`src/rtl/ps2_mouse_init_ctrl.sv`:
```
// PS/2 mouse initialisation sequencer: reset, set sample rate, enable reporting,
// with response checking, retries, timeouts, and gating of the stream to the packet parser.
module ps2_mouse_init_ctrl #(
    parameter int          TIMEOUT_CYCLES = 100000,
    parameter int          MAX_RETRIES    = 3,
    parameter logic [7:0]  SAMPLE_RATE    = 8'd100,
    localparam int         RW             = $clog2(MAX_RETRIES + 1)
) (
    input  logic          clk,
    input  logic          reset,
    input  logic          start,
    output logic [7:0]    tx_data,
    output logic          tx_valid,
    input  logic          tx_ready,
    input  logic [7:0]    rx_data,
    input  logic          rx_valid,
    output logic [7:0]    stream_data,
    output logic          stream_valid,
    output logic          stream_en,
    output logic          busy,
    output logic          init_done,
    output logic          init_error,
    output logic [RW-1:0] retry_count
);

    localparam int TW = $clog2(TIMEOUT_CYCLES + 1);
    localparam logic [TW-1:0] TMR_LAST  = TW'(TIMEOUT_CYCLES - 1);
    localparam logic [RW-1:0] RETRY_MAX = RW'(MAX_RETRIES);

    localparam logic [7:0] CMD_RESET  = 8'hFF;
    localparam logic [7:0] CMD_RATE   = 8'hF3;
    localparam logic [7:0] CMD_ENABLE = 8'hF4;
    localparam logic [7:0] RSP_ACK    = 8'hFA;
    localparam logic [7:0] RSP_RESEND = 8'hFE;
    localparam logic [7:0] RSP_BAT_OK = 8'hAA;
    localparam logic [7:0] RSP_ID     = 8'h00;

    typedef enum logic [2:0] {
        ST_IDLE     = 3'd0,
        ST_SEND     = 3'd1,
        ST_WAIT_ACK = 3'd2,
        ST_WAIT_BAT = 3'd3,
        ST_WAIT_ID  = 3'd4,
        ST_STREAM   = 3'd5,
        ST_ERROR    = 3'd6
    } state_e;

    state_e        state_q, state_d;
    logic [1:0]    step_q, step_d;
    logic [RW-1:0] retry_q, retry_d;
    logic [TW-1:0] timer_q, timer_d;
    logic          tx_valid_q, tx_valid_d;
    logic [7:0]    tx_data_q, tx_data_d;
    logic [7:0]    stream_data_q;
    logic          stream_valid_q;
    logic          stream_en_q;
    logic          busy_q;
    logic          init_done_q;
    logic          init_error_q;
    logic          fail_s;
    logic          keep_step_s;
    logic          busy_d;

    function automatic logic [7:0] cmd_byte(input logic [1:0] step);
        case (step)
            2'd0:    cmd_byte = CMD_RESET;
            2'd1:    cmd_byte = CMD_RATE;
            2'd2:    cmd_byte = SAMPLE_RATE;
            2'd3:    cmd_byte = CMD_ENABLE;
            default: cmd_byte = CMD_RESET;
        endcase
    endfunction

    // Next-state logic: sequencing, response decoding, timeout and failure handling
    always_comb begin
        state_d     = state_q;
        step_d      = step_q;
        retry_d     = retry_q;
        timer_d     = timer_q;
        tx_valid_d  = tx_valid_q;
        tx_data_d   = tx_data_q;
        fail_s      = 1'b0;
        keep_step_s = 1'b0;

        case (state_q)
            ST_IDLE, ST_STREAM, ST_ERROR: begin
                if (start) begin
                    state_d = ST_SEND;
                    step_d  = 2'd0;
                    retry_d = '0;
                    timer_d = '0;
                end else begin
                    state_d = state_q;
                end
            end
            ST_SEND: begin
                // A handshake on the last timer cycle counts as progress, not a timeout
                if (tx_valid_q && tx_ready) begin
                    state_d    = ST_WAIT_ACK;
                    tx_valid_d = 1'b0;
                    timer_d    = '0;
                end else if (timer_q == TMR_LAST) begin
                    fail_s = 1'b1;
                end else begin
                    tx_valid_d = 1'b1;
                    tx_data_d  = cmd_byte(step_q);
                    timer_d    = timer_q + TW'(1);
                end
            end
            ST_WAIT_ACK: begin
                if (rx_valid) begin
                    timer_d = '0;
                    if (rx_data == RSP_ACK) begin
                        case (step_q)
                            2'd0:    state_d = ST_WAIT_BAT;
                            2'd3:    state_d = ST_STREAM;
                            default: begin
                                step_d  = step_q + 2'd1;
                                state_d = ST_SEND;
                            end
                        endcase
                    end else if (rx_data == RSP_RESEND) begin
                        fail_s      = 1'b1;
                        keep_step_s = 1'b1;
                    end else begin
                        fail_s = 1'b1;
                    end
                end else if (timer_q == TMR_LAST) begin
                    fail_s = 1'b1;
                end else begin
                    timer_d = timer_q + TW'(1);
                end
            end
            ST_WAIT_BAT, ST_WAIT_ID: begin
                if (rx_valid) begin
                    timer_d = '0;
                    if (state_q == ST_WAIT_BAT && rx_data == RSP_BAT_OK) begin
                        state_d = ST_WAIT_ID;
                    end else if (state_q == ST_WAIT_ID && rx_data == RSP_ID) begin
                        state_d = ST_SEND;
                        step_d  = 2'd1;
                    end else begin
                        fail_s = 1'b1;
                    end
                end else if (timer_q == TMR_LAST) begin
                    fail_s = 1'b1;
                end else begin
                    timer_d = timer_q + TW'(1);
                end
            end
            default: begin
                state_d = ST_IDLE;
            end
        endcase

        if (fail_s) begin
            tx_valid_d = 1'b0;
            timer_d    = '0;
            if (retry_q == RETRY_MAX) begin
                state_d = ST_ERROR;
            end else begin
                retry_d = retry_q + RW'(1);
                state_d = ST_SEND;
                step_d  = keep_step_s ? step_q : 2'd0;
            end
        end else begin
            retry_d = retry_d;
        end

        busy_d = (state_d == ST_SEND) || (state_d == ST_WAIT_ACK) ||
                 (state_d == ST_WAIT_BAT) || (state_d == ST_WAIT_ID);
    end

    // State, sequencing registers and registered outputs
    always_ff @(posedge clk) begin
        if (reset) begin
            state_q        <= ST_IDLE;
            step_q         <= 2'd0;
            retry_q        <= '0;
            timer_q        <= '0;
            tx_valid_q     <= 1'b0;
            tx_data_q      <= 8'h00;
            stream_data_q  <= 8'h00;
            stream_valid_q <= 1'b0;
            stream_en_q    <= 1'b0;
            busy_q         <= 1'b0;
            init_done_q    <= 1'b0;
            init_error_q   <= 1'b0;
        end else begin
            state_q        <= state_d;
            step_q         <= step_d;
            retry_q        <= retry_d;
            timer_q        <= timer_d;
            tx_valid_q     <= tx_valid_d;
            tx_data_q      <= tx_data_d;
            busy_q         <= busy_d;
            stream_en_q    <= (state_d == ST_STREAM);
            init_done_q    <= (state_d == ST_STREAM);
            init_error_q   <= (state_d == ST_ERROR);
            // Only bytes received while already streaming reach the parser
            stream_valid_q <= (state_q == ST_STREAM) && rx_valid;
            if ((state_q == ST_STREAM) && rx_valid) begin
                stream_data_q <= rx_data;
            end else begin
                stream_data_q <= stream_data_q;
            end
        end
    end

    assign tx_data      = tx_data_q;
    assign tx_valid     = tx_valid_q;
    assign stream_data  = stream_data_q;
    assign stream_valid = stream_valid_q;
    assign stream_en    = stream_en_q;
    assign busy         = busy_q;
    assign init_done    = init_done_q;
    assign init_error   = init_error_q;
    assign retry_count  = retry_q;

endmodule
```
`config.mk`:
```
export PLATFORM = sky130hd
export DESIGN_NAME = ps2_mouse_init_ctrl
export DESIGN_NICKNAME = d
export VERILOG_FILES = /design/src/rtl/ps2_mouse_init_ctrl.sv
export SDC_FILE = /design/constraint.sdc
export NUM_CORES = 1
export LEC_CHECK = 0
export ABC_AREA = 1
export CORE_UTILIZATION = 40
export CTS_BUF_LIST = sky130_fd_sc_hd__clkbuf_8
export DETAILED_ROUTE_END_ITERATION = 10
export PLACE_DENSITY = 0.68
export SKIP_LAST_GASP = 1
export SYNTH_ARGS = -nofsm -noshare
export SYNTH_HDL_FRONTEND = slang
export SYNTH_SLANG_ARGS = --single-unit
```
`constraint.sdc`:
```
create_clock -name clk -period 5.4 [get_ports clk]
set_input_delay 0.54 -clock clk [delete_from_list [all_inputs] [get_ports clk]]
set_output_delay 0.54 -clock clk [all_outputs]
set_load 0.01 [all_outputs]
```
==> metrics.txt <==
outcome finished clean; max cap viols 0; # IOs 37; leakage power around 1.1 nW; nets@finish between 300 and 400; Synth Register Bits between 40 and 50; core area approximately 5500 sq um; vias in the first global route around 2200; share of cells above drive strength 1 0.0814; DR vias 2315; Fin. Hold Viols 0; final slew viol count 0; Worst-path clk slew 0.08 ns; Required @ worst endpoint about 5.6 ns; Pwr Density roughly 240 nW/um^2; Clock Path Buffers 2; Avg Inst Size Synth 6.69 sq um; Rows 27; R2R setup slack about 3.2 ns; CTS tree built; fmax roughly 430 MHz; worst-case clock skew between 0.004 and 0.005 ns; initial antenna violation count 0; clock sinks 42; synthesized instance count between 300 and 400; cts hold-fix bufs 0; R2R depth 9; Worst slew margin 0.543; slowest CP cell clkdlybuf4s50_1; overall routing resource usage 0.208; Root Driver clkbuf_8; crit end category flip-flop; H-tree levels 2; worst hold path depth 2; post-CTS resize count 0; post-route cell area ~2800 sq um; worst endpoint data arrival time between 2 and 3 ns; Peak VDD IR about 0.14 mV; WS Path Type primary input to flip-flop; crit-path leading delay family simple AND/OR/NAND/NOR gates; placed inst area 2720 sq um; CP most frequent cell nand2_1; ys async rst share 0; DPL Wire Length roughly 4200 microns; commonest non-fill, non-tap cell in the layout nand2_1; fin crit share 0.429; critical path peak fanout 7; hold crit path type flip-flop to flip-flop; final wirelength 5610 microns; sequential-to-total area share from yosys stat 0.361; Routed Antenna Nets 0; drt first pass iters 4; final setup vio count 0; final setup TNS 0 ns; min cycle time layout between 2 and 2.5 ns; Die Span Y approximately 80 microns; first-pass GRT wire length around 10000 microns; Most used DFF post-synth dfxtp_1; Avg WL per Cell 12.4 microns; Post-route DRC 0; Chip Width slightly below 80 microns; cell depth of the worst setup path 11; worst-path cell chain clkdlybuf4s50_1 > inv_1 > nand2_1 > nor2_1 > nand2_1 > o21ai_0 > nand3_2 > nand3b_2 > nand2_1 > nor3_1 > nor2_1; Least-Margin Pin Slew between 0.6 and 0.7 ns; DIE AREA between 6000 and 7000 sq um; largest stage delay on the critical path 0.41 ns; PortBufs 36; Post-Syn Area between 2000 and 2500 sq um; count of cell types in the netlist 38; pin count of the biggest net entering global routing 17; highest-count cells in the layout ignoring fill and taps 75 x nand2_1, 44 x nor2_1, 42 x dfxtp_1; CP startpoint kind primary input; Congestion Overflow GR 0; RSZ-0062 raised after global routing no; clock network latency to the later pin of the worst-skew pair 0.30 ns; vias per cell 5.11; # Post-CTS Setup Buffers 0; Area growth, synth to finish 20.8%; EDFF count, synth 0; Worst Path Buf+Inv 2; WHS between 0.4 and 0.5 ns; Synth Warn # 0; First DRT Iteration DRCs around 170; effective utilization at floorplan 0.420; GPL Wtd Cong roughly 0.96; Ant. Diodes 0; syn nets 363; Num CTS Buffers 5
## per-stage QoR
| step | instances | setup slack (ns) | total power [mW] | utilization |
|---|---|---|---|---|
| floorplan | 348 | 3.51 | 0.414 | - |
| global placement | 445 | 2.80 | 0.461 | 0.490 |
| detailed placement | 445 | 2.80 | 0.459 | 0.490 |
| CTS | 453 | 3.11 | 0.674 | 0.507 |
| global route | 453 | 2.82 | 0.703 | 0.507 |
| finish | 453 | 3.09 | 0.669 | 0.507 |
## state kept, by name (all words and copies together) (netlist names)
name	count
init_error	1
busy	1
tx_valid	1
stream_valid	1
init_done	1
step_q	2
state_q	3
tx_data	5
timer_q	17
retry_count	2
stream_data	8
## metal layers
layer	vias up	part of all wire	global-route usage
li1	1214	-	-
met1	1045	0.51	0.280
met2	50	0.44	0.338
met3	6	0.037	0.0407
met4	0	0.012	0.0593
met5	-	0	0
## cell usage after synthesis (all sizes together) (3+ instances only)
| library cell | instances | area [sq um] |
|---|---|---|
| nand2 | 78 | 310 |
| nor2 | 47 | 184 |
| inv | 43 | 161 |
| dfxtp | 42 | 841 |
| nand3 | 35 | 185 |
| a21oi | 29 | 164 |
| o21ai | 25 | 129 |
| nor3 | 11 | 76.3 |
| buf | 7 | 47.6 |
| nand4 | 5 | 31.3 |
| clkbuf | 4 | 15.0 |
| o22ai | 3 | 18.8 |
## where the power goes
part	internal, mW	switching, mW
sequential	0.321	0.00903
clock	0.103	0.113
combinational	0.0497	0.0732
total	0.473	0.196
## worst paths after layout
check / startpoint / endpoint
worst min register to register: tx_data[3] / tx_data[3]
worst min-delay path: tx_data[3] / tx_data[3]
worst max-delay path: rx_data[2] / busy
worst max register to register: timer_q[0] / init_done
## final cells by class
type	count	area (sq um)
timing repair buffer	36	360
inverter	44	165
multi-input combinational	251	1260
clock inverter	2	12.5
clock buffer	6	82.6
fill	564	2730
tap	72	90.1
sequential	42	841
## worst register-to-register path, delay by kind of cell (launching register included)
kind                       cells  cell delay, ns
and+or+nand+nor                7            1.27
DFF                            1            0.38
AOI/OAI and AO/OA              1            0.24
adders and majority gates      1            0.21
## logic make-up after synthesis
kind of cell               after synthesis  share of synthesized area
and+or+nand+nor                        178                      0.348
AOI/OAI and AO/OA                       68                      0.170
buffers and inverters                   55                     0.0978
DFF                                     42                      0.361
xor gates and xnor gates                 3                     0.0113
adders and majority gates                2                     0.0108
Power figures use the tool's default switching activity.
